==> config.mk <==
export PLATFORM = sky130hd
export DESIGN_NAME = alu_operand_ctrl_flat
export DESIGN_NICKNAME = d
export VERILOG_FILES = /design/src/rtl/core_pkg.sv /design/src/rtl/alu_operand_ctrl_if.sv /design/src/rtl/alu_operand_ctrl_raw_match.sv /design/src/rtl/alu_operand_ctrl.sv /design/src/flat_wrapper.sv
export SDC_FILE = /design/constraint.sdc
export NUM_CORES = 1
export LEC_CHECK = 0
export CAP_MARGIN = 20
export CORE_UTILIZATION = 30
export CTS_CLUSTER_SIZE = 10
export DETAILED_ROUTE_END_ITERATION = 16
export SLEW_MARGIN = 15
export SYNTH_ARGS = -nofsm -noshare
export SYNTH_HDL_FRONTEND = slang
export SYNTH_SLANG_ARGS = --single-unit
==> constraint.sdc <==
create_clock -name clk -period 1.99 [get_ports clk]
set_input_delay 0.4975 -clock clk [delete_from_list [all_inputs] [get_ports clk]]
set_output_delay 0.4975 -clock clk [all_outputs]
set_load 0.02 [all_outputs]
==> src/rtl/core_pkg.sv <==
// Shared definitions for the operand-forwarding controller: select encodings,
// FSM state codes and the EX/MEM stage-record types.
package core_pkg;

  localparam int REG_AW = 5;

  localparam logic [1:0] OPSEL_REG   = 2'b00;
  localparam logic [1:0] OPSEL_EXMEM = 2'b01;
  localparam logic [1:0] OPSEL_MEMWB = 2'b10;
  localparam logic [1:0] OPSEL_ALT   = 2'b11;

  localparam logic [0:0] ST_RUN   = 1'b0;
  localparam logic [0:0] ST_STALL = 1'b1;

  typedef struct packed {
    logic              vld;
    logic [REG_AW-1:0] rd;
    logic              wr;
    logic              ld;
  } ex_rec_t;

  typedef struct packed {
    logic              vld;
    logic [REG_AW-1:0] rd;
    logic              wr;
  } mem_rec_t;

  function automatic mem_rec_t ex_to_mem(input ex_rec_t e);
    mem_rec_t m;
    m.vld = e.vld;
    m.rd  = e.rd;
    m.wr  = e.wr;
    return m;
  endfunction

  // Priority: override, then youngest producer (EX), then MEM, else regfile.
  function automatic logic [1:0] pick_sel(input logic alt, input logic hit_ex,
                                          input logic hit_mem, input logic fwd_en);
    if (alt)                 return OPSEL_ALT;
    if (fwd_en && hit_ex)    return OPSEL_EXMEM;
    if (fwd_en && hit_mem)   return OPSEL_MEMWB;
    return OPSEL_REG;
  endfunction

endpackage

==> src/rtl/alu_operand_ctrl_if.sv <==
// ID-stage request / EX-stage select bundle between the pipeline and the
// operand-forwarding controller.
interface alu_operand_ctrl_if #(
  parameter int REGADDR_WIDTH = 5,
  parameter int DATA_WIDTH    = 32
);
  logic                     id_valid;
  logic [REGADDR_WIDTH-1:0] id_rs1;
  logic [REGADDR_WIDTH-1:0] id_rs2;
  logic                     id_use_rs1;
  logic                     id_use_rs2;
  logic [REGADDR_WIDTH-1:0] id_rd;
  logic                     id_reg_write;
  logic                     id_mem_read;
  logic                     id_a_pc;
  logic                     id_b_imm;
  logic                     flush;
  logic                     stall;
  logic                     ex_bubble;
  logic [1:0]               fwd_a_sel;
  logic [1:0]               fwd_b_sel;
  logic [DATA_WIDTH-1:0]    stall_count;

  modport master (
    output id_valid, id_rs1, id_rs2, id_use_rs1, id_use_rs2, id_rd,
           id_reg_write, id_mem_read, id_a_pc, id_b_imm, flush,
    input  stall, ex_bubble, fwd_a_sel, fwd_b_sel, stall_count
  );

  modport slave (
    input  id_valid, id_rs1, id_rs2, id_use_rs1, id_use_rs2, id_rd,
           id_reg_write, id_mem_read, id_a_pc, id_b_imm, flush,
    output stall, ex_bubble, fwd_a_sel, fwd_b_sel, stall_count
  );
endinterface

==> src/rtl/alu_operand_ctrl_raw_match.sv <==
// Combinational RAW comparator: does a source operand read the register a
// stage record is going to write? x0 never matches.
module raw_match
  import core_pkg::*;
(
  input  logic [REG_AW-1:0] rs_i,
  input  logic              use_i,
  input  mem_rec_t          rec_i,
  output logic              hit_o
);

  assign hit_o = use_i & rec_i.vld & rec_i.wr & (rec_i.rd == rs_i) & (rs_i != '0);

endmodule

==> src/rtl/alu_operand_ctrl.sv <==
// Hazard/forwarding controller for the EX-stage ALU operand muxes.
// Define ALU_FWD_EN to enable EX/MEM and MEM/WB forwarding; otherwise RAW hazards stall.
module alu_operand_ctrl
  import core_pkg::*;
#(
  parameter int DATA_WIDTH    = 32,
  parameter int REGADDR_WIDTH = 5
) (
  input  logic              clk,
  input  logic              rst_n,
  alu_operand_ctrl_if.slave bus
);

`ifdef ALU_FWD_EN
  localparam logic FWD_EN = 1'b1;
`else
  localparam logic FWD_EN = 1'b0;
`endif

  ex_rec_t               ex_q, ex_d;
  mem_rec_t              mem_q;
  logic [0:0]            state_q, state_d;
  logic [1:0]            sel_a_q, sel_a_d, sel_b_q, sel_b_d;
  logic                  bubble_q;
  logic [DATA_WIDTH-1:0] count_q;

  logic [REGADDR_WIDTH-1:0] src_rs  [2];
  logic                     src_use [2];
  mem_rec_t                 rec     [2];
  logic [3:0]               hit;
  logic                     hazard, stall, advance;

  // An operand override replaces the register read, so it cannot create a hazard.
  assign src_rs[0]  = bus.id_rs1;
  assign src_rs[1]  = bus.id_rs2;
  assign src_use[0] = bus.id_use_rs1 & ~bus.id_a_pc;
  assign src_use[1] = bus.id_use_rs2 & ~bus.id_b_imm;
  assign rec[0]     = ex_to_mem(ex_q);
  assign rec[1]     = mem_q;

  // hit[0]/hit[1]: rs1/rs2 against EX; hit[2]/hit[3]: rs1/rs2 against MEM.
  genvar gi;
  generate
    for (gi = 0; gi < 4; gi++) begin : g_match
      raw_match u_match (
        .rs_i  (src_rs[gi % 2]),
        .use_i (src_use[gi % 2]),
        .rec_i (rec[gi / 2]),
        .hit_o (hit[gi])
      );
    end
  endgenerate

`ifdef ALU_FWD_EN
  // Only a load in EX cannot be forwarded in time; the state gate caps the stall at one cycle.
  assign hazard = ex_q.ld & (hit[0] | hit[1]) & (state_q == ST_RUN);
`else
  assign hazard = |hit;
  logic state_unused;
  assign state_unused = state_q[0];
`endif

  assign stall   = bus.id_valid & ~bus.flush & hazard;
  assign advance = bus.id_valid & ~bus.flush & ~stall;

  always_comb begin
    ex_d    = '0;
    sel_a_d = OPSEL_REG;
    sel_b_d = OPSEL_REG;
    state_d = stall ? ST_STALL : ST_RUN;
    if (advance) begin
      ex_d.vld = 1'b1;
      ex_d.rd  = bus.id_rd;
      ex_d.wr  = bus.id_reg_write;
      ex_d.ld  = bus.id_mem_read;
      sel_a_d  = pick_sel(bus.id_a_pc,  hit[0], hit[2], FWD_EN);
      sel_b_d  = pick_sel(bus.id_b_imm, hit[1], hit[3], FWD_EN);
    end
  end

  always_ff @(posedge clk or negedge rst_n) begin
    if (!rst_n) begin
      ex_q     <= '0;
      mem_q    <= '0;
      state_q  <= ST_RUN;
      sel_a_q  <= OPSEL_REG;
      sel_b_q  <= OPSEL_REG;
      bubble_q <= 1'b1;
      count_q  <= '0;
    end else begin
      mem_q    <= ex_to_mem(ex_q);
      ex_q     <= ex_d;
      state_q  <= state_d;
      sel_a_q  <= sel_a_d;
      sel_b_q  <= sel_b_d;
      bubble_q <= ~advance;
      if (stall && (count_q != '1)) begin
        count_q <= count_q + DATA_WIDTH'(1);
      end
    end
  end

  assign bus.stall       = stall;
  assign bus.ex_bubble   = bubble_q;
  assign bus.fwd_a_sel   = sel_a_q;
  assign bus.fwd_b_sel   = sel_b_q;
  assign bus.stall_count = count_q;

endmodule

==> src/flat_wrapper.sv <==
// flat-port wrapper written by rule: the top's interface ports become plain ports
module alu_operand_ctrl_flat import core_pkg::*;
#(
  parameter int DATA_WIDTH    = 32,
  parameter int REGADDR_WIDTH = 5
)
  (clk, rst_n, bus_id_valid, bus_id_rs1, bus_id_rs2, bus_id_use_rs1, bus_id_use_rs2, bus_id_rd, bus_id_reg_write, bus_id_mem_read, bus_id_a_pc, bus_id_b_imm, bus_flush, bus_stall, bus_ex_bubble, bus_fwd_a_sel, bus_fwd_b_sel, bus_stall_count);
  alu_operand_ctrl_if #(.REGADDR_WIDTH(REGADDR_WIDTH), .DATA_WIDTH(DATA_WIDTH)) bus_i ();
  input  logic clk;
  input  logic rst_n;
  input wire logic [$bits(bus_i.id_valid)-1:0] bus_id_valid;
  input wire logic [$bits(bus_i.id_rs1)-1:0] bus_id_rs1;
  input wire logic [$bits(bus_i.id_rs2)-1:0] bus_id_rs2;
  input wire logic [$bits(bus_i.id_use_rs1)-1:0] bus_id_use_rs1;
  input wire logic [$bits(bus_i.id_use_rs2)-1:0] bus_id_use_rs2;
  input wire logic [$bits(bus_i.id_rd)-1:0] bus_id_rd;
  input wire logic [$bits(bus_i.id_reg_write)-1:0] bus_id_reg_write;
  input wire logic [$bits(bus_i.id_mem_read)-1:0] bus_id_mem_read;
  input wire logic [$bits(bus_i.id_a_pc)-1:0] bus_id_a_pc;
  input wire logic [$bits(bus_i.id_b_imm)-1:0] bus_id_b_imm;
  input wire logic [$bits(bus_i.flush)-1:0] bus_flush;
  output wire logic [$bits(bus_i.stall)-1:0] bus_stall;
  output wire logic [$bits(bus_i.ex_bubble)-1:0] bus_ex_bubble;
  output wire logic [$bits(bus_i.fwd_a_sel)-1:0] bus_fwd_a_sel;
  output wire logic [$bits(bus_i.fwd_b_sel)-1:0] bus_fwd_b_sel;
  output wire logic [$bits(bus_i.stall_count)-1:0] bus_stall_count;
  assign bus_i.id_valid = bus_id_valid;
  assign bus_i.id_rs1 = bus_id_rs1;
  assign bus_i.id_rs2 = bus_id_rs2;
  assign bus_i.id_use_rs1 = bus_id_use_rs1;
  assign bus_i.id_use_rs2 = bus_id_use_rs2;
  assign bus_i.id_rd = bus_id_rd;
  assign bus_i.id_reg_write = bus_id_reg_write;
  assign bus_i.id_mem_read = bus_id_mem_read;
  assign bus_i.id_a_pc = bus_id_a_pc;
  assign bus_i.id_b_imm = bus_id_b_imm;
  assign bus_i.flush = bus_flush;
  assign bus_stall = bus_i.stall;
  assign bus_ex_bubble = bus_i.ex_bubble;
  assign bus_fwd_a_sel = bus_i.fwd_a_sel;
  assign bus_fwd_b_sel = bus_i.fwd_b_sel;
  assign bus_stall_count = bus_i.stall_count;
  alu_operand_ctrl #(.DATA_WIDTH(DATA_WIDTH), .REGADDR_WIDTH(REGADDR_WIDTH)) u_core (.clk(clk), .rst_n(rst_n), .bus(bus_i));
endmodule
==> results.toml <==
[timing]
worstMarginPinSlew_ns = 0.450
maxSlewHeadroom_pct = 69.9
setup_ws_ns = -0.323
fmax_mhz = 432
fin_crit_sh_pct = 116
hold_violations = 0
fin_crit_ns = 2.31
clock_skew_ns = 0.00598
rsz0062_at_grt = "yes"
setup_viol = 33
slew_viol_final = 0

[power_and_ir_drop]
p_comb_share_pct = 8.6
swShare_pct = 21.7
total_power_mw = 1.93
ir_worst_vdd_mv = 0.299
p_clk_share_pct = 38.2
intPower_mw = 1.51
netSwitchingPower_uw = 420
leakage_nw = 1.77
powerDensity_nw_per_um2 = 500
seqPwrFrac_pct = 53.2

[setup_path]
cp.arrival_ns = 1.82
crit_path_max_fanout = 3
reg2reg_depth = 8
crit_buf_inv = 2
max_stage_delay_ns = 0.27
cpMaxStageDelayCell = "dlygate4sd2_1"
cp.required_ns = 1.49
r2r-end = "u_core.bus.stall_count[25]"
startpoint = "bus_id_rs1[3]"
rrSetupSlack_ns = -0.26
cp_top_family = "buffers and inverters"
r2r_start = "u_core.ex_q[6]"
critPathCaptureType = "output port"
crit_path_end = "bus_stall"
crit_chain = "dlygate4sd2_1, xor2_1, nor4_1, a22oi_1, o22a_1, nor2_1, buf_4"
start_kind = "input pin"
setup.worst_path.class = "input pin to output port"
crit_cells = 7

[yosys]
synth-main-ff-cell = "dfrtp_1"
yosysMostFrequentCell = "dfrtp_1"
syn_inst = 238
synth-edff-count = 0
syn_nets = 264
synth_top_cell_by_area = "dfrtp_1"
avgSynthCellArea_sq_um = 10.7
synth_top_cells_by_count = "48 x dfrtp_1, 47 x xor2_1, 20 x nor2_1"
yosys_warnings = 0
seq_area_frac_synth_pct = 48.0
ys_seq_elements = 49
synthArstFlopShare_pct = 100
synth_top_area_share_pct = 47.0
synth.top_cells.by_area = "dfrtp_1 47%, xor2_1 16%, nand4_1 3.4%"
synth_area_sq_um = 2560
ys_types = 43

[global_routing]
antenna_found_initial = 0
grt_max_degree = 50
grt_pass1_vias = 2103
overflow = 0
grtUsageTotal_pct = 14.7
grt_pass1_wl_mm = 10.1

[route]
vias_per_cell = 4.67
wl_mm = 6.04
postRouteAntennaNets = 0
drc = 0
dr.pass1.iters = 4
drt_iter0_drc = 74
wire_per_inst_microns = 13.2
via_count = 2135

[floorplan]
die_w_microns = 94.3
core.rowCount = 33
core_sq_um = 8220
die_h_microns = 94.3
start_util_pct = 31.1
dieArea_sq_um = 8900
io_pins = 63

[outcome]
violations = "negative setup slack"
outcome = "finished with violations"

[cts]
cts_max_level = 2
clock_latency_ns = 0.30
root_buffer = "clkbuf_8"
cts_tree = "yes"
cts_buffers = 5
cts_sinks = 49
cts_buffer_depth = 2
hold_buffers = 0
clkTransAtPathRegs_ns = 0.09

[cells_and_area]
final_nets = 377
design_area_sq_um = 3860
drive_gt1_share_pct = 30.7
layout-area-overhead-vs-synth_pct = 51.0
final_cell_count_no_fill = 457
diodes = 0

[placement]
place_congestion = 0.847
hpwl_mm = 4.63
post-place-ws_ns = -1.04
portBuffers = 61
dp_cells = 444
dpl-instance-area_sq_um = 3630

[flow_run]
drv_cap = 0

[hold_path]
hp-class = "input pin to async pin"
[state kept, by name, indices dropped and copies added, names as in the netlist]
signal,count
u_core.bus.ex_bubble,1
u_core.bus.fwd_a_sel,1
u_core.bus.fwd_b_sel,1
u_core.bus.stall_count,32
u_core.ex_q,7
u_core.mem_q,7
[power by group through the flow]
stage	combinational [mW]	sequential (mW)	clock, mW
6_report	0.165	1.03	0.739
2_1_floorplan	0.0443	1.06	0
5_1_grt	0.181	1.03	0.812
3_3_place_gp	0.166	1.05	0
3_5_place_dp	0.168	1.05	0
4_1_cts	0.166	1.03	0.764
[area by class of cell]
| class | count | area (sq um) |
|---|---|---|
| multi-input cells | 178 | 1310 |
| clock inverters | 2 | 37.5 |
| clock buffers | 6 | 82.6 |
| inverters | 2 | 7.51 |
| well taps | 105 | 131 |
| repair buffers | 115 | 1050 |
| fillers | 766 | 4360 |
| flip-flops and latches | 49 | 1240 |
[repair_timing]
item	CTS	global route
hold endpoints to repair	0	0
gates resized for setup	35	5
setup endpoints to repair	41	34
pin swaps	13	5
setup buffers	2	2
cloned	1	0
[worst register-to-register path: stages (launching register included)]
cell	delay [ns]
dfrtp_1	0.41
buf_4	0.15
xor2_1	0.14
nor4_1	0.19
a22oi_1	0.14
o32a_2	0.49
bufbuf_16	0.30
nor3_1	0.22
xnor2_1	0.15
[layout by cell type, fill, tap and decap left out, types with 2 or more instances in the layout]
master	Yosys	final
nand3_2	2	2
buf_4	2	51
nor4_1	7	6
and4_1	3	3
and3_1	2	2
inv_1	2	2
nor2b_1	4	4
nor4_2	4	5
dfrtp_1	48	34
and2_1	10	10
nor2_1	20	20
nor4_4	3	3
a22oi_1	2	2
nand2_1	10	10
xor2_1	47	47
xnor2_1	2	2
clkdlybuf4s15_2	0	2
nor3_2	0	2
nand4_1	14	14
nand3_1	14	14
clkdlybuf4s50_1	0	48
nor3_1	13	10
buf_2	3	2
dlygate4sd2_1	0	4
clkdlybuf4s15_1	0	2
dfrtp_2	0	14
clkbuf_8	0	6
[through the flow]
step                      hold slack [ns]  utilization (%)  setup TNS, ns
after floorplan                     0.202                -         -0.261
after global placement              0.360             44.2         -28.07
after detailed placement            0.367             44.2         -28.88
after CTS                           0.165             46.7          -5.19
after global routing                0.165             47.0          -10.0
final                               0.159             47.0          -5.58
[cell families (layout without fill, tap and decap cells)]
family,after synthesis,count (layout),share of synthesized area [%]
fa+ha+maj,1,1,0.489
compound gates,7,7,1.96
xor+xnor,49,49,16.8
simple gates,118,118,28.7
flops,49,49,48.0
buf+inv,11,125,2.64
mux,3,3,1.42
[routing by layer]
| metal | global-route usage [%] | vias up | share of wire (%) |
|---|---|---|---|
| met5 | 0 | - | 0 |
| met4 | 5.26 | 0 | 1.3 |
| met3 | 2.74 | 6 | 3.6 |
| met2 | 22.5 | 42 | 47 |
| met1 | 20.7 | 1023 | 48 |
| li1 | - | 1064 | - |
[worst min-delay path by stage]
stage | end | slack, ns | cells after the start
floorplan | u_core.bus.fwd_a_sel[0] | 0.20 | 0
global placement | u_core.mem_q[6] | 0.36 | 0
detailed placement | u_core.mem_q[6] | 0.37 | 0
CTS | u_core.bus.stall_count[20] | 0.17 | 2
global route | u_core.bus.stall_count[15] | 0.17 | 2
finish | u_core.bus.stall_count[16] | 0.16 | 2
Power figures use the tool's default switching activity.
